[src/rtl/result_reader_pkg.sv]
// Shared definitions for result_reader: state encoding and default widths.
package result_reader_pkg;

  localparam int DEF_DATA_W = 21;
  localparam int DEF_CNT_W  = 8;

  localparam logic [1:0] ST_IDLE = 2'd0;
  localparam logic [1:0] ST_REQ  = 2'd1;
  localparam logic [1:0] ST_WAIT = 2'd2;
  localparam logic [1:0] ST_HOLD = 2'd3;

endpackage

[src/rtl/result_reader_if.sv]
// FIFO read side and output handshake of result_reader.
interface result_reader_if
  import result_reader_pkg::*;
#(
  parameter int DATA_W = DEF_DATA_W
);
  // FIFO side: rdreq is a one-cycle pulse, q is valid the cycle after (non-show-ahead).
  // Output side: a word transfers on every cycle where out_valid and out_ready are both 1;
  // once raised, out_valid and out_data hold steady until that transfer (or a flush/reset).
  logic              empty;
  logic [DATA_W-1:0] q;
  logic              rdreq;
  logic              out_ready;
  logic              out_valid;
  logic [DATA_W-1:0] out_data;

  modport master (
    input  empty, q, out_ready,
    output rdreq, out_valid, out_data
  );

  modport slave (
    output empty, q, out_ready,
    input  rdreq, out_valid, out_data
  );

endinterface

[src/rtl/result_reader_word_reg.sv]
// Data capture register with load enable and synchronous active-low reset.
module word_reg
  import result_reader_pkg::*;
#(
  parameter int DATA_W = DEF_DATA_W
) (
  input  logic              clk,
  input  logic              rst,
  input  logic              load,
  input  logic [DATA_W-1:0] d,
  output logic [DATA_W-1:0] q
);

  always_ff @(posedge clk) begin
    if (!rst) begin
      q <= '0;
    end else if (load) begin
      q <= d;
    end
  end

endmodule

[src/rtl/result_reader.sv]
// Reads one word at a time from a non-show-ahead FIFO and presents it on a valid/ready port.
// Define RESULT_COUNT_EN to build the delivered-word counter; otherwise count is tied to 0.
module result_reader
  import result_reader_pkg::*;
#(
  parameter int DATA_W = DEF_DATA_W,
  parameter int CNT_W  = DEF_CNT_W
) (
  input  logic               clk,
  input  logic               rst,
  input  logic               flush,
  result_reader_if.master    bus,
  output logic               busy,
  output logic [CNT_W-1:0]   count,
  output logic [1:0]         dbg_state
);

  logic [1:0] state;
  logic [1:0] state_nx;
  logic       load;

  always_comb begin
    state_nx = state;
    if (flush) begin
      state_nx = ST_IDLE;
    end else begin
      case (state)
        ST_IDLE: if (!bus.empty)    state_nx = ST_REQ;
        ST_REQ:                     state_nx = ST_WAIT;
        ST_WAIT:                    state_nx = ST_HOLD;
        ST_HOLD: if (bus.out_ready) state_nx = ST_IDLE;
        default:                    state_nx = ST_IDLE;
      endcase
    end
  end

  always_ff @(posedge clk) begin
    if (!rst) begin
      state <= ST_IDLE;
    end else begin
      state <= state_nx;
    end
  end

  assign bus.rdreq     = (state == ST_REQ);
  assign bus.out_valid = (state == ST_HOLD);
  assign busy          = (state != ST_IDLE);
  assign dbg_state     = state;

  // A flush in WAIT must not overwrite the previously delivered word.
  assign load = (state == ST_WAIT) && !flush;

  word_reg #(
    .DATA_W (DATA_W)
  ) u_word_reg (
    .clk  (clk),
    .rst  (rst),
    .load (load),
    .d    (bus.q),
    .q    (bus.out_data)
  );

`ifdef RESULT_COUNT_EN
  logic [CNT_W-1:0] cnt_q;
  logic             deliver;

  assign deliver = (state == ST_HOLD) && bus.out_ready && !flush;

  always_ff @(posedge clk) begin
    if (!rst) begin
      cnt_q <= '0;
    end else if (deliver) begin
      cnt_q <= cnt_q + 1'b1;
    end
  end

  assign count = cnt_q;
`else
  assign count = '0;
`endif

endmodule

[src/flat_wrapper.sv]
// flat-port wrapper written by rule: the top's interface ports become plain ports
module result_reader_flat import result_reader_pkg::*;
#(
  parameter int DATA_W = DEF_DATA_W,
  parameter int CNT_W  = DEF_CNT_W
)
  (clk, rst, flush, busy, count, dbg_state, bus_empty, bus_q, bus_out_ready, bus_rdreq, bus_out_valid, bus_out_data);
  result_reader_if #(.DATA_W(DATA_W)) bus_i ();
  input  logic clk;
  input  logic rst;
  input  logic flush;
  output logic busy;
  output logic [CNT_W-1:0] count;
  output logic [1:0] dbg_state;
  input wire logic [$bits(bus_i.empty)-1:0] bus_empty;
  input wire logic [$bits(bus_i.q)-1:0] bus_q;
  input wire logic [$bits(bus_i.out_ready)-1:0] bus_out_ready;
  output wire logic [$bits(bus_i.rdreq)-1:0] bus_rdreq;
  output wire logic [$bits(bus_i.out_valid)-1:0] bus_out_valid;
  output wire logic [$bits(bus_i.out_data)-1:0] bus_out_data;
  assign bus_i.empty = bus_empty;
  assign bus_i.q = bus_q;
  assign bus_i.out_ready = bus_out_ready;
  assign bus_rdreq = bus_i.rdreq;
  assign bus_out_valid = bus_i.out_valid;
  assign bus_out_data = bus_i.out_data;
  result_reader #(.DATA_W(DATA_W), .CNT_W(CNT_W)) u_core (.clk(clk), .rst(rst), .flush(flush), .bus(bus_i), .busy(busy), .count(count), .dbg_state(dbg_state));
endmodule
[config.mk]
export PLATFORM = sky130hd
export DESIGN_NAME = result_reader_flat
export DESIGN_NICKNAME = d
export VERILOG_FILES = /design/src/rtl/result_reader_pkg.sv /design/src/rtl/result_reader_if.sv /design/src/rtl/result_reader_word_reg.sv /design/src/rtl/result_reader.sv /design/src/flat_wrapper.sv
export SDC_FILE = /design/constraint.sdc
export NUM_CORES = 1
export LEC_CHECK = 0
export ABC_AREA = 1
export CORE_MARGIN = 3
export CORE_UTILIZATION = 41
export DETAILED_ROUTE_END_ITERATION = 10
export PLACE_DENSITY = 0.81
export REMOVE_ABC_BUFFERS = 1
export SKIP_CTS_REPAIR_TIMING = 1
export SYNTH_ARGS = -nofsm -noshare
export SYNTH_HDL_FRONTEND = slang
export SYNTH_HIERARCHICAL = 1
export SYNTH_SLANG_ARGS = --single-unit
[constraint.sdc]
create_clock -name clk -period 1.9 [get_ports clk]
set_clock_uncertainty 0.1 [all_clocks]
set_input_delay 0.475 -clock clk [delete_from_list [all_inputs] [get_ports clk]]
set_output_delay 0.475 -clock clk [all_outputs]
set_load 0.02 [all_outputs]
==> impl_metrics.py <==
metrics = {
    "status": {
        "status": "finished clean",
    },
    "logic_synthesis": {
        "seq_area_frac_synth_pct": 40.9,
        "syn_area_sq_um": 1130,
        "synthTopCellsByArea": "dfxtp_1 (41%), nand2_1 (15%), nor2_1 (15%)",
        "synth_largest_area_cell": "dfxtp_1",
        "yosysWarnings": 6,
        "synth_xor_xnor_area_share_pct": 0,
        "synth_compound_area_share_pct": 0.444,
        "ys_ff_latch": 23,
        "ys_types": 13,
        "avgSynthCellArea_sq_um": 6.74,
        "synthMuxAreaShare_pct": 0,
        "synth_adder_area_share_pct": 4.44,
        "synth_top_family_by_area": "simple AND/OR/NAND/NOR gates",
        "netlist_instances": 167,
        "synth-simple-area-share_pct": 33.2,
        "yosys.area.top_type_share_pct": 40.9,
    },
    "setup_path": {
        "cp-start-kind": "flop",
        "crit_path_end_kind": "output pin",
        "required_ns": 1.32,
        "r2r_cells": 8,
        "cp_max_fo": 2,
        "r2r_setup_slack_ns": 0.55,
        "worstPathArrival_ns": 1.27,
        "crit_buf_inv": 1,
        "cp_cell_sequence": "clkdlybuf4s50_1",
        "critPathSlowestCell": "clkdlybuf4s50_1",
        "slowest_delay_ns": 0.61,
        "path_delay_family": "buffers and inverters",
        "worstSetupPathDepth": 1,
        "crit_type": "flop to output pin",
    },
    "global_routing": {
        "antenna_found_initial": 0,
        "gr-usage-all-layers_pct": 13.0,
        "grt_pass1_wl_um": 3540,
        "overflow": 0,
        "grt_pass1_vias": 863,
        "grt_start_max_net_pins": 34,
    },
    "power_and_ir_drop": {
        "p_leak_nw": 0.886,
        "p_sw_share_pct": 27.5,
        "p_switching_uw": 264,
        "power_density_nw_per_um2": 578,
        "combPwrFrac_pct": 23.7,
        "p_int_uw": 696,
        "pwr-share-clk_pct": 23.0,
        "seqPwrFrac_pct": 53.3,
        "vdd_ir_drop_max_uv": 470,
    },
    "drt": {
        "drt-wirelength-per-cell_um": 8.78,
        "drtPass1Iterations": 4,
        "drcViolationCount": 0,
        "antenna_left": 0,
        "wl_um": 2190,
        "vias": 997,
        "drt-initial-drc-count": 18,
        "routed_via_density": 4.00,
    },
    "clocking": {
        "clock_latency_ns": 0.30,
        "clock-root-buffer": "clkbuf_4",
        "cts_sinks": 23,
        "clk_path_buf_depth": 2,
        "numCtsBuffers": 3,
        "cts_tree": "built",
        "path_clk_slew_ns": 0.13,
        "cts_max_level": 1,
    },
    "layout": {
        "diodes": 0,
        "final_cells": 249,
        "nNetsFinal": 250,
        "drive_above_1_share_pct": 7.31,
        "layout_common_cells": "nand2_1 (46), nor2_1 (45), clkdlybuf4s50_1 (44)",
        "layout_commonest_cell": "nand2_1",
        "syn_to_final_growth_pct": 47.4,
        "fin_util_pct": 65.2,
    },
    "place": {
        "finalWeightedCongestion": 0.743,
        "dp_cells": 245,
        "dp_slack_ns": -0.0185,
        "hpwlAfterDp_um": 1680,
        "io_buffers": 51,
    },
    "min_path": {
        "whs_path_depth": 2,
        "hold_class": "flop to flop",
    },
    "floorplanning": {
        "die-area_sq_um": 3410,
        "initial_core_util_pct": 44.2,
        "ios": 60,
        "rows": 18,
        "die_h_um": 58.4,
        "core_region_area_sq_um": 2540,
        "die_w_um": 58.4,
    },
    "timing": {
        "hold_violations": 0,
        "finalWorstSetupSlack_ns": 0.0594,
        "tns_ns": 0,
        "layout_min_cycle_time_ns": 1.84,
        "maxSlewViolCount": 0,
        "fmax_ghz": 0.543,
        "holdWs_ns": 0.376,
        "fin_crit_sh_pct": 96.9,
        "setup_violations": 0,
        "rsz0062_at_grt": "false",
    },
    "job": {
        "max-cap-violations": 0,
    },
}
cells by family (layout without fill, tap and decap cells):
group                    count (synthesis)  in the layout
buffers and inverters                   42             87
AND/OR/NAND/NOR                         96             96
other                                    1              8
AO/OA/AOI/OAI                            1              1
flip-flops                              23             23
adder cells (fa/ha/maj)                  4              4
final timing paths:
path | start | endpoint
setup / recovery | u_core/u_word_reg/q[5] | bus_out_data[5]
hold / removal | u_core/u_word_reg/q[14] | u_core/u_word_reg/q[14]
setup reg to reg | u_core/dbg_state[0] | u_core/u_word_reg/q[4]
hold reg to reg | u_core/u_word_reg/q[14] | u_core/u_word_reg/q[14]
power groups by stage:
| stage | logic (mW) | clock network [mW] | registers, mW |
|---|---|---|---|
| floorplan | 0.0870 | 0 | 0.546 |
| global placement | 0.230 | 0 | 0.522 |
| detailed placement | 0.233 | 0 | 0.523 |
| CTS | 0.234 | 0.234 | 0.512 |
| global route | 0.252 | 0.251 | 0.515 |
| finish | 0.228 | 0.220 | 0.512 |
area by class of cell:
type	instances	area, sq um
Clock buffer	3	22.5
Clock inverter	1	5.00
Fill cell	245	885
Inverter	27	101
Multi-Input combinational cell	109	462
Sequential cell	23	462
Tap cell	30	37.5
Timing Repair Buffer	56	571
Yosys cell counts:
| cell | count |
|---|---|
| conb_1 | 1 |
| a21oi_1 | 1 |
| nor2_4 | 1 |
| inv_2 | 1 |
| nand3_1 | 1 |
| buf_4 | 10 |
| inv_1 | 26 |
| nor2_1 | 46 |
| dfxtp_1 | 23 |
| nand2_2 | 2 |
| ha_1 | 4 |
| buf_6 | 5 |
| nand2_1 | 46 |
stage by stage:
| step | area [sq um] | power [mW] |
|---|---|---|
| after global routing | 1660 | 1.02 |
| after CTS | 1650 | 0.980 |
| after global placement | 1620 | 0.752 |
| after detailed placement | 1620 | 0.756 |
| final | 1660 | 0.960 |
| after floorplan | 1020 | 0.633 |
worst min-delay path, delay by kind of cell (launching register included):
| family | cells | cell delay, ns |
|---|---|---|
| DFF | 1 | 0.33 |
| and+or+nand+nor | 2 | 0.13 |
metal layers:
layer | GRT usage, % | part of all wire, % | up-vias
met4 | 2.98 | 0.64 | 0
met3 | 3.07 | 6.9 | 2
met5 | 0 | 0 | -
li1 | - | - | 559
met1 | 15.3 | 44 | 408
met2 | 23.8 | 49 | 28
flip-flops by register name, indices dropped and copies added, names as in the netlist:
signal and cells:
u_core/dbg_state 2, u_core/u_word_reg/q 21
Power figures use the tool's default switching activity.
